<file path="src/rtl/calc_result_display.sv">
// ---------------------------------------------------------------------------
// calc_result_display
//
// Captures an 8-bit unsigned magnitude and a sign flag from the calculator.
// A sequential shift-add-3 (double-dabble) engine converts the magnitude to
// three BCD digits. The digits drive a time-multiplexed, active-low, 4-digit
// seven-segment display with sign and leading-zero blanking.
//
// Parameters
//   REFRESH_DIV : clocks per digit slot (>= 2)
//
// Ports
//   i_Clk     in   system clock, rising edge
//   i_Rst_n   in   asynchronous active-low reset
//   i_Result  in   [7:0] magnitude to display
//   i_Neg     in   sign flag, 1 = show minus
//   i_Load    in   capture request, honoured only when idle
//   o_Busy    out  conversion in progress
//   o_Done    out  one-cycle pulse when new digits reach the display registers
//   o_Seg     out  [6:0] segments {g,f,e,d,c,b,a}, active-low
//   o_An      out  [3:0] anodes, active-low one-hot (bit0 ones, bit3 sign)
// ---------------------------------------------------------------------------
module calc_result_display #(
   parameter int REFRESH_DIV = 100000
) (
   input  logic       i_Clk,
   input  logic       i_Rst_n,
   input  logic [7:0] i_Result,
   input  logic       i_Neg,
   input  logic       i_Load,
   output logic       o_Busy,
   output logic       o_Done,
   output logic [6:0] o_Seg,
   output logic [3:0] o_An
);

   localparam int CW = (REFRESH_DIV > 2) ? $clog2(REFRESH_DIV) : 1;

   localparam logic [0:0] IDLE = 1'b0;
   localparam logic [0:0] CONV = 1'b1;

   localparam logic [6:0] SEG_DASH  = 7'b0111111;
   localparam logic [6:0] SEG_BLANK = 7'b1111111;

   // Active-low segment pattern for a BCD digit; non-decimal codes blank.
   function automatic logic [6:0] seg7(input logic [3:0] d);
      logic [6:0] s;
      case (d)
         4'd0:    s = 7'b1000000;
         4'd1:    s = 7'b1111001;
         4'd2:    s = 7'b0100100;
         4'd3:    s = 7'b0110000;
         4'd4:    s = 7'b0011001;
         4'd5:    s = 7'b0010010;
         4'd6:    s = 7'b0000010;
         4'd7:    s = 7'b1111000;
         4'd8:    s = 7'b0000000;
         4'd9:    s = 7'b0010000;
         default: s = SEG_BLANK;
      endcase
      return s;
   endfunction

   // Add 3 to every BCD nibble that is 5 or more (the double-dabble correction).
   function automatic logic [11:0] add3(input logic [11:0] b);
      logic [11:0] r;
      for (int i = 0; i < 3; i++) begin
         if (b[i*4 +: 4] >= 4'd5) begin
            r[i*4 +: 4] = b[i*4 +: 4] + 4'd3;
         end else begin
            r[i*4 +: 4] = b[i*4 +: 4];
         end
      end
      return r;
   endfunction

   logic [0:0]    state_q, state_d;
   logic [7:0]    shift_q, shift_d;
   logic [11:0]   bcd_q, bcd_d;
   logic [3:0]    cnt_q, cnt_d;
   logic          sign_pend_q, sign_pend_d;
   logic [3:0]    hund_q, hund_d;
   logic [3:0]    tens_q, tens_d;
   logic [3:0]    ones_q, ones_d;
   logic          sign_q, sign_d;
   logic          busy_q, busy_d;
   logic          done_q, done_d;
   logic [CW-1:0] refresh_q, refresh_d;
   logic [1:0]    sel_q, sel_d;
   logic [6:0]    seg_q, seg_d;
   logic [3:0]    an_q, an_d;

   logic [11:0]   bcd_adj;
   logic [11:0]   bcd_next;

   assign bcd_adj  = add3(bcd_q);
   // The shift moves the binary MSB into the BCD LSB.
   assign bcd_next = {bcd_adj[10:0], shift_q[7]};

   // Conversion FSM and display-register update.
   always_comb begin
      state_d     = state_q;
      shift_d     = shift_q;
      bcd_d       = bcd_q;
      cnt_d       = cnt_q;
      sign_pend_d = sign_pend_q;
      hund_d      = hund_q;
      tens_d      = tens_q;
      ones_d      = ones_q;
      sign_d      = sign_q;
      busy_d      = busy_q;
      done_d      = 1'b0;
      case (state_q)
         IDLE: begin
            if (i_Load) begin
               shift_d     = i_Result;
               sign_pend_d = i_Neg;
               bcd_d       = 12'd0;
               cnt_d       = 4'd0;
               state_d     = CONV;
               busy_d      = 1'b1;
            end else begin
               busy_d = 1'b0;
            end
         end
         CONV: begin
            bcd_d   = bcd_next;
            shift_d = {shift_q[6:0], 1'b0};
            cnt_d   = cnt_q + 4'd1;
            if (cnt_q == 4'd7) begin
               hund_d  = bcd_next[11:8];
               tens_d  = bcd_next[7:4];
               ones_d  = bcd_next[3:0];
               sign_d  = sign_pend_q;
               state_d = IDLE;
               busy_d  = 1'b0;
               done_d  = 1'b1;
            end else begin
               busy_d = 1'b1;
            end
         end
         default: begin
            state_d = IDLE;
            busy_d  = 1'b0;
         end
      endcase
   end

   // Refresh scan; segment and anode outputs are rebuilt only when the slot changes.
   always_comb begin
      refresh_d = refresh_q;
      sel_d     = sel_q;
      seg_d     = seg_q;
      an_d      = an_q;
      if (refresh_q == CW'(REFRESH_DIV - 1)) begin
         refresh_d = '0;
         sel_d     = sel_q + 2'd1;
         case (sel_d)
            2'd0: begin
               an_d  = 4'b1110;
               seg_d = seg7(ones_q);
            end
            2'd1: begin
               an_d  = 4'b1101;
               seg_d = ((hund_q == 4'd0) && (tens_q == 4'd0)) ? SEG_BLANK : seg7(tens_q);
            end
            2'd2: begin
               an_d  = 4'b1011;
               seg_d = (hund_q == 4'd0) ? SEG_BLANK : seg7(hund_q);
            end
            2'd3: begin
               an_d  = 4'b0111;
               seg_d = sign_q ? SEG_DASH : SEG_BLANK;
            end
            default: begin
               an_d  = 4'b1111;
               seg_d = SEG_BLANK;
            end
         endcase
      end else begin
         refresh_d = refresh_q + CW'(1);
      end
   end

   // State registers.
   always_ff @(posedge i_Clk or negedge i_Rst_n) begin
      if (!i_Rst_n) begin
         state_q     <= IDLE;
         shift_q     <= 8'd0;
         bcd_q       <= 12'd0;
         cnt_q       <= 4'd0;
         sign_pend_q <= 1'b0;
         hund_q      <= 4'd0;
         tens_q      <= 4'd0;
         ones_q      <= 4'd0;
         sign_q      <= 1'b0;
         busy_q      <= 1'b0;
         done_q      <= 1'b0;
         refresh_q   <= '0;
         sel_q       <= 2'd0;
         seg_q       <= 7'b1000000;
         an_q        <= 4'b1110;
      end else begin
         state_q     <= state_d;
         shift_q     <= shift_d;
         bcd_q       <= bcd_d;
         cnt_q       <= cnt_d;
         sign_pend_q <= sign_pend_d;
         hund_q      <= hund_d;
         tens_q      <= tens_d;
         ones_q      <= ones_d;
         sign_q      <= sign_d;
         busy_q      <= busy_d;
         done_q      <= done_d;
         refresh_q   <= refresh_d;
         sel_q       <= sel_d;
         seg_q       <= seg_d;
         an_q        <= an_d;
      end
   end

   assign o_Busy = busy_q;
   assign o_Done = done_q;
   assign o_Seg  = seg_q;
   assign o_An   = an_q;

endmodule
</file>
<file path="config.mk">
export PLATFORM = sky130hd
export DESIGN_NAME = calc_result_display
export DESIGN_NICKNAME = d
export VERILOG_FILES = /design/src/rtl/calc_result_display.sv
export SDC_FILE = /design/constraint.sdc
export NUM_CORES = 1
export LEC_CHECK = 0
export CORE_MARGIN = 5
export CORE_UTILIZATION = 40
export DETAILED_ROUTE_END_ITERATION = 10
export PLACE_DENSITY_LB_ADDON = 0.3
export SLEW_MARGIN = 40
export SYNTH_ARGS = -nofsm -noshare
export SYNTH_HDL_FRONTEND = slang
export SYNTH_SLANG_ARGS = --single-unit
</file>
<file path="constraint.sdc">
create_clock -name i_Clk -period 2.84 [get_ports i_Clk]
set_clock_uncertainty 0.1 [all_clocks]
set_input_delay 0.284 -clock i_Clk [delete_from_list [all_inputs] [get_ports i_Clk]]
set_output_delay 0.284 -clock i_Clk [all_outputs]
set_load 0.02 [all_outputs]
</file>
======== Word-level counts from Yosys, hierarchy flattened ========
Memory sizes are Yosys's and may differ from the RTL's.
Index checks and enable logic that the tools add are counted.
Widths: inputs -> output; s select.
cells by class
  $add $sub $neg .......................... 6
  order comparisons ....................... 3
  equality and inequality tests ........... 6
  muxes and demuxes ....................... 20
  bitwise logic cells ..................... 1
  reductions and logical operators ........ 6
operator list
  operator               number
  $pmux 7 s4             1
  $pmux 12 s2            1
  $mux 7                 3
  $add 17x1->17 const B  1
  $eq 17x17->1 const B   1
  $mux 17                1
  $pmux 4 s4             1
  $pmux 8 s2             1
  $ge 4x3->1 const B     3
  $mux 12                1
  $mux 4                 3
  $add 4x2->4 const B    2
  $logic_not 4->1        2
  $mux 8                 1
  $pmux 4 s2             1
  $add 4x1->4 const B    1
  $eq 2x2->1 const B     2
  $eq 4x3->1 const B     1
  $mux 1                 4
  $reduce_and 2->1       2
  $add 3x2->3 const B    1
  $mux 3                 1
  $add 2x1->2 const B    1
  $eq 2x1->1 const B     1
  other kinds (5)        5
storage, ports and cells
  register bits ........................... 70
  ROM bits ................................ 336
  input bits .............................. 12
  output and inout bits ................... 13
  logic and storage cells ................. 59
  memories kept ........................... 3
memory list
  memory           words  width  rd ports  clocked after Yosys merged registers in  wr ports  line  RTL
  (no name shown)  16     7      1         0                                        0         48    case (d)
  (no name shown)  16     7      1         0                                        0         48
  (no name shown)  16     7      1         0                                        0         48

======== Depth between registers and ports, before layout ========
  depth after elaboration ................. 4
  gate-level depth with buffers ........... 8
  mapped depth without buffers ............ 7

======== Worst setup path before layout ========
OpenSTA, ideal clock, no wires.
  path type ............................... reg-to-reg
  from .................................... reg refresh_q[13]
  to ...................................... reg seg_q[4], in the netlist o_Seg[4]
  library setup time ...................... 0.125 ns
  data arrival time ....................... 2.086 ns
  data required time ...................... 2.615 ns
  setup slack ............................. 0.530 ns
  cell stages (with the launch flop) ...... 6
  buffers on the path ..................... 1
  clock period less this slack ............ 2.310 ns
  cells stage by stage .................... dfrtp_1 or4b_1 or4b_1 nor3_1 buf_2 mux2_2
on the way
  word-level cells in the longest chain between the ends .. 1
RTL lines
  item                    line  RTL
  start, declared         88    logic [CW-1:0] refresh_q, refresh_d;
  start signal, assigned  215   refresh_q <= refresh_d;
  $eq 17x17->1            155   if (refresh_q == CW'(REFRESH_DIV - 1)) begin
  end signal, assigned    217   seg_q <= seg_d;
  end, declared           90    logic [6:0] seg_q, seg_d;
No other way between the ends.
A chain may end at the register's enable or synchronous reset.

======== Worst setup path in the final report ========
  from .................................... reg refresh_q[13]
  to ...................................... reg seg_q[1], in the netlist o_Seg[1]
The elaborated chain is that of the path after synthesis.

==> run_summary.xml <==
<?xml version="1.0" encoding="UTF-8"?>
<metrics>
  <group name="detailed_routing">
    <metric name="drt_iter0_drc" unit="">65</metric>
    <metric name="routed_wire_length_per_instance" unit="um">13.9</metric>
    <metric name="dr.max_layer_used" unit="">met4</metric>
    <metric name="met3RoutedLength" unit="um">215</metric>
    <metric name="drtAntennaViolNets" unit="">0</metric>
    <metric name="route.detailed.vias_per_inst" unit="">5.08</metric>
    <metric name="drt_pre_antenna_iters" unit="">5</metric>
    <metric name="num_vias" unit="">2916</metric>
    <metric name="detail_route.wirelength" unit="um">7970</metric>
    <metric name="detail_route.wirelength.met1" unit="um">3870</metric>
    <metric name="drc" unit="">0</metric>
    <metric name="routed-wl-met2" unit="um">3780</metric>
  </group>
  <group name="sta">
    <metric name="max_slew_margin" unit="">0.649</metric>
    <metric name="hold_slack" unit="ns">0.346</metric>
    <metric name="worstMarginPinSlew" unit="ns">0.527</metric>
    <metric name="finalWorstSetupSlack" unit="ns">0.420</metric>
    <metric name="max_clock_freq" unit="MHz">413</metric>
    <metric name="report.final.slew_viol_count" unit="">0</metric>
    <metric name="finalCritPeriodShare" unit="">0.852</metric>
    <metric name="rsz0062_at_grt" unit="">false</metric>
    <metric name="setup-tns-final" unit="ns">0</metric>
    <metric name="number_of_endpoints_failing_setup_at_the_final_stage" unit="">0</metric>
    <metric name="min_clock_period_post_route" unit="ns">2.42</metric>
    <metric name="report.final.hold_viol_count" unit="">0</metric>
  </group>
  <group name="clocking">
    <metric name="clk_root_buffer_cell" unit="">sky130_fd_sc_hd__clkbuf_8</metric>
    <metric name="cts_htree_levels" unit="">3</metric>
    <metric name="cts_num_sinks" unit="">70</metric>
    <metric name="cts_made_buffers" unit="">9</metric>
    <metric name="cts-root-to-sink-buffers" unit="">2</metric>
    <metric name="clock_latency" unit="ns">0.35</metric>
    <metric name="cts.clk_slew.worst_paths" unit="ns">0.07</metric>
    <metric name="cts_tree" unit="">built</metric>
  </group>
  <group name="logic_synthesis">
    <metric name="syn_area_per_cell" unit="um2">9.59</metric>
    <metric name="syn_nets" unit="">458</metric>
    <metric name="netlist_instances" unit="">416</metric>
    <metric name="synth-warning-count" unit="">0</metric>
    <metric name="synth_area" unit="mm2">0.00399</metric>
    <metric name="synth_edf_count" unit="">0</metric>
    <metric name="synth-main-ff-cell" unit="">sky130_fd_sc_hd__dfrtp_1</metric>
    <metric name="netlist-cell-type-count" unit="">46</metric>
    <metric name="synth-async-reset-ratio" unit="">1.00</metric>
    <metric name="postSynthRegisterBits" unit="">70</metric>
    <metric name="ys_seq_area_frac" unit="">0.440</metric>
  </group>
  <group name="cells_and_area">
    <metric name="layout_commonest_cell" unit="">sky130_fd_sc_hd__dfrtp_1</metric>
    <metric name="final_cell_mix" unit="">66 x sky130_fd_sc_hd__dfrtp_1, 46 x sky130_fd_sc_hd__nand2_1, 36 x sky130_fd_sc_hd__o21ai_0, 30 x sky130_fd_sc_hd__ha_1, 28 x sky130_fd_sc_hd__nor2_1</metric>
    <metric name="area_growth" unit="%">13.6</metric>
    <metric name="postLayoutCellArea" unit="mm2">0.00453</metric>
    <metric name="layout.nets" unit="">478</metric>
    <metric name="filler_cell_count" unit="">969</metric>
    <metric name="antenna-diode-count" unit="">0</metric>
    <metric name="drive_gt1_frac" unit="">0.0726</metric>
  </group>
  <group name="setup_path">
    <metric name="worst-endpoint-arrival" unit="ns">2.55</metric>
    <metric name="crit_path_max_fanout" unit="">11</metric>
    <metric name="crit_type" unit="">reg -&gt; reg</metric>
    <metric name="worst-r2r-cell-count" unit="">4</metric>
    <metric name="required" unit="ns">2.97</metric>
    <metric name="end_kind" unit="">flip-flop</metric>
    <metric name="timing.critical_path.max_delay_family" unit="">simple AND/OR/NAND/NOR gates</metric>
    <metric name="timing.critical_path.cells" unit="">or4b_1, or4b_1, or3_1, a22o_1</metric>
    <metric name="crit_cells" unit="">4</metric>
    <metric name="cell_mode_on_critical_path" unit="">sky130_fd_sc_hd__or4b_1</metric>
    <metric name="worst_path_max_delay_cell" unit="">sky130_fd_sc_hd__or3_1</metric>
    <metric name="crit_path_max_incr_delay" unit="ns">0.52</metric>
    <metric name="timing.critical_path.from_type" unit="">flip-flop</metric>
    <metric name="crit_buf_inv" unit="">0</metric>
  </group>
  <group name="placement">
    <metric name="post_place_worst_slack" unit="ns">0.421</metric>
    <metric name="dp.final_hpwl" unit="um">5690</metric>
    <metric name="placement.io_buffers" unit="">24</metric>
    <metric name="finalWeightedCongestion" unit="">0.868</metric>
    <metric name="placement.cell_area" unit="mm2">0.00435</metric>
  </group>
  <group name="floorplanning">
    <metric name="fp.dieH" unit="um">110</metric>
    <metric name="fp-row-count" unit="">36</metric>
    <metric name="placeableCoreArea" unit="mm2">0.00973</metric>
    <metric name="initial_utilization" unit="">0.410</metric>
    <metric name="die-width" unit="um">110</metric>
    <metric name="ioPinCount" unit="">25</metric>
    <metric name="die_area" unit="mm2">0.0121</metric>
  </group>
  <group name="pwr">
    <metric name="p_int" unit="mW">2.39</metric>
    <metric name="net-switching-power" unit="mW">1.51</metric>
    <metric name="clkPwrFrac" unit="">0.196</metric>
    <metric name="combPwrFrac" unit="">0.406</metric>
    <metric name="fraction_of_power_consumed_by_sequential_logic" unit="">0.398</metric>
    <metric name="worst_vdd_drop" unit="uV">391</metric>
    <metric name="report.power.total" unit="mW">3.90</metric>
    <metric name="power.static_leakage" unit="nW">1.97</metric>
    <metric name="power_switching_share" unit="">0.388</metric>
    <metric name="p_per_area" unit="mW/mm2">861</metric>
  </group>
  <group name="flow_run">
    <metric name="max_cap_viol_count" unit="">0</metric>
  </group>
  <group name="hold_path">
    <metric name="hp-class" unit="">in -&gt; async</metric>
  </group>
  <group name="grt">
    <metric name="grtUsageTotal" unit="">0.145</metric>
    <metric name="number_of_antenna_violations_at_the_first_check_in_global_routing" unit="">0</metric>
    <metric name="grt_start_max_net_pins" unit="">46</metric>
    <metric name="grt-ovfl-total" unit="">0</metric>
    <metric name="vias_in_the_first_global_route" unit="">2897</metric>
    <metric name="grt_first_pass_wirelength" unit="um">13800</metric>
  </group>
  <group name="run_status">
    <metric name="status" unit="">finished, final reports clean</metric>
  </group>
</metrics>
routing by layer:
layer	up-vias	GRT usage
li1	1477	-
met1	1397	0.194
met2	31	0.230
met3	11	0.0299
met4	0	0.0552
met5	-	0
cells in the mapped netlist (6+ instances only):
cell type	instances	area share
sky130_fd_sc_hd__ha_1	30	0.094
sky130_fd_sc_hd__o31ai_1	7	0.013
sky130_fd_sc_hd__dfrtp_1	66	0.41
sky130_fd_sc_hd__inv_1	24	0.023
sky130_fd_sc_hd__nor2_1	28	0.026
sky130_fd_sc_hd__xor2_1	9	0.020
sky130_fd_sc_hd__a21oi_1	19	0.024
sky130_fd_sc_hd__xnor2_1	14	0.031
sky130_fd_sc_hd__nor3b_1	6	0.011
sky130_fd_sc_hd__o21ai_0	36	0.045
sky130_fd_sc_hd__nand2b_1	17	0.027
sky130_fd_sc_hd__mux2i_1	15	0.038
sky130_fd_sc_hd__clkbuf_1	16	0.015
sky130_fd_sc_hd__nand3_1	6	0.0075
sky130_fd_sc_hd__mux2_2	8	0.023
sky130_fd_sc_hd__nand2_1	46	0.043
sky130_fd_sc_hd__o221ai_1	7	0.015
area by class of cell:
cell class / count / area, um2 / share of cell area
sequential: 70 / 1760 / 0.388
inverter: 24 / 90.1 / 0.0199
timing repair buffer: 31 / 290 / 0.0640
multi-input combinational: 300 / 2050 / 0.453
clock buffer: 15 / 146 / 0.0323
clock inverter: 1 / 30.0 / 0.00662
tap: 133 / 166 / 0.0367
timing repair:
action	4_1_cts	5_1_grt
hold buffers	1	0
setup endpoints to repair	0	0
buffers inserted	0	0
resized for setup	0	0
endpoints found under the hold margin	21	0
per-stage QoR:
stage          std cells   util
2_1_floorplan        416      -
3_3_place_gp         557  0.447
3_5_place_dp         557  0.447
4_1_cts              574  0.466
5_1_grt              574  0.466
6_report             574  0.466
logic make-up (layout without fill, tap and decap cells):
kind of cell | count (synthesis) | in the layout | synth area share
AOI/OAI and AO/OA | 93 | 93 | 0.146
xor gates and xnor gates | 23 | 23 | 0.0505
adders and majority gates | 30 | 30 | 0.0941
buffers and inverters | 46 | 71 | 0.0461
DFF | 70 | 70 | 0.440
muxes | 23 | 23 | 0.0602
and+or+nand+nor | 131 | 131 | 0.163
state kept, by name (all words and copies together), names as in the netlist:
register / count
o_Busy: 1
sign_q: 1
ones_q: 4
hund_q: 4
tens_q: 4
cnt_q: 4
sign_pend_q: 1
shift_q: 8
refresh_q: 17
o_Done: 1
bcd_q: 12
sel_q: 2
o_Seg: 7
o_An: 4
final timing paths:
check | end | slack [ns] | startpoint
max in group asynchronous | o_An[2] | 1.46 | i_Rst_n
worst max register to register | o_Seg[1] | 0.42 | refresh_q[13]
worst max-delay path | o_Seg[1] | 0.42 | refresh_q[13]
min in group i_Clk | refresh_q[0] | 0.38 | refresh_q[0]
worst min register to register | refresh_q[0] | 0.38 | refresh_q[0]
worst min-delay path | shift_q[0] | 0.35 | i_Rst_n
power groups by stage:
stage | combinational (mW) | sequential (mW) | clock (mW)
4_1_cts | 1.61 | 1.55 | 0.785
3_5_place_dp | 1.59 | 1.57 | 0
6_report | 1.59 | 1.55 | 0.766
2_1_floorplan | 1.34 | 1.43 | 0
5_1_grt | 1.83 | 1.60 | 0.831
3_3_place_gp | 1.55 | 1.56 | 0
No activity file was read; power rests on OpenSTA's default activity.
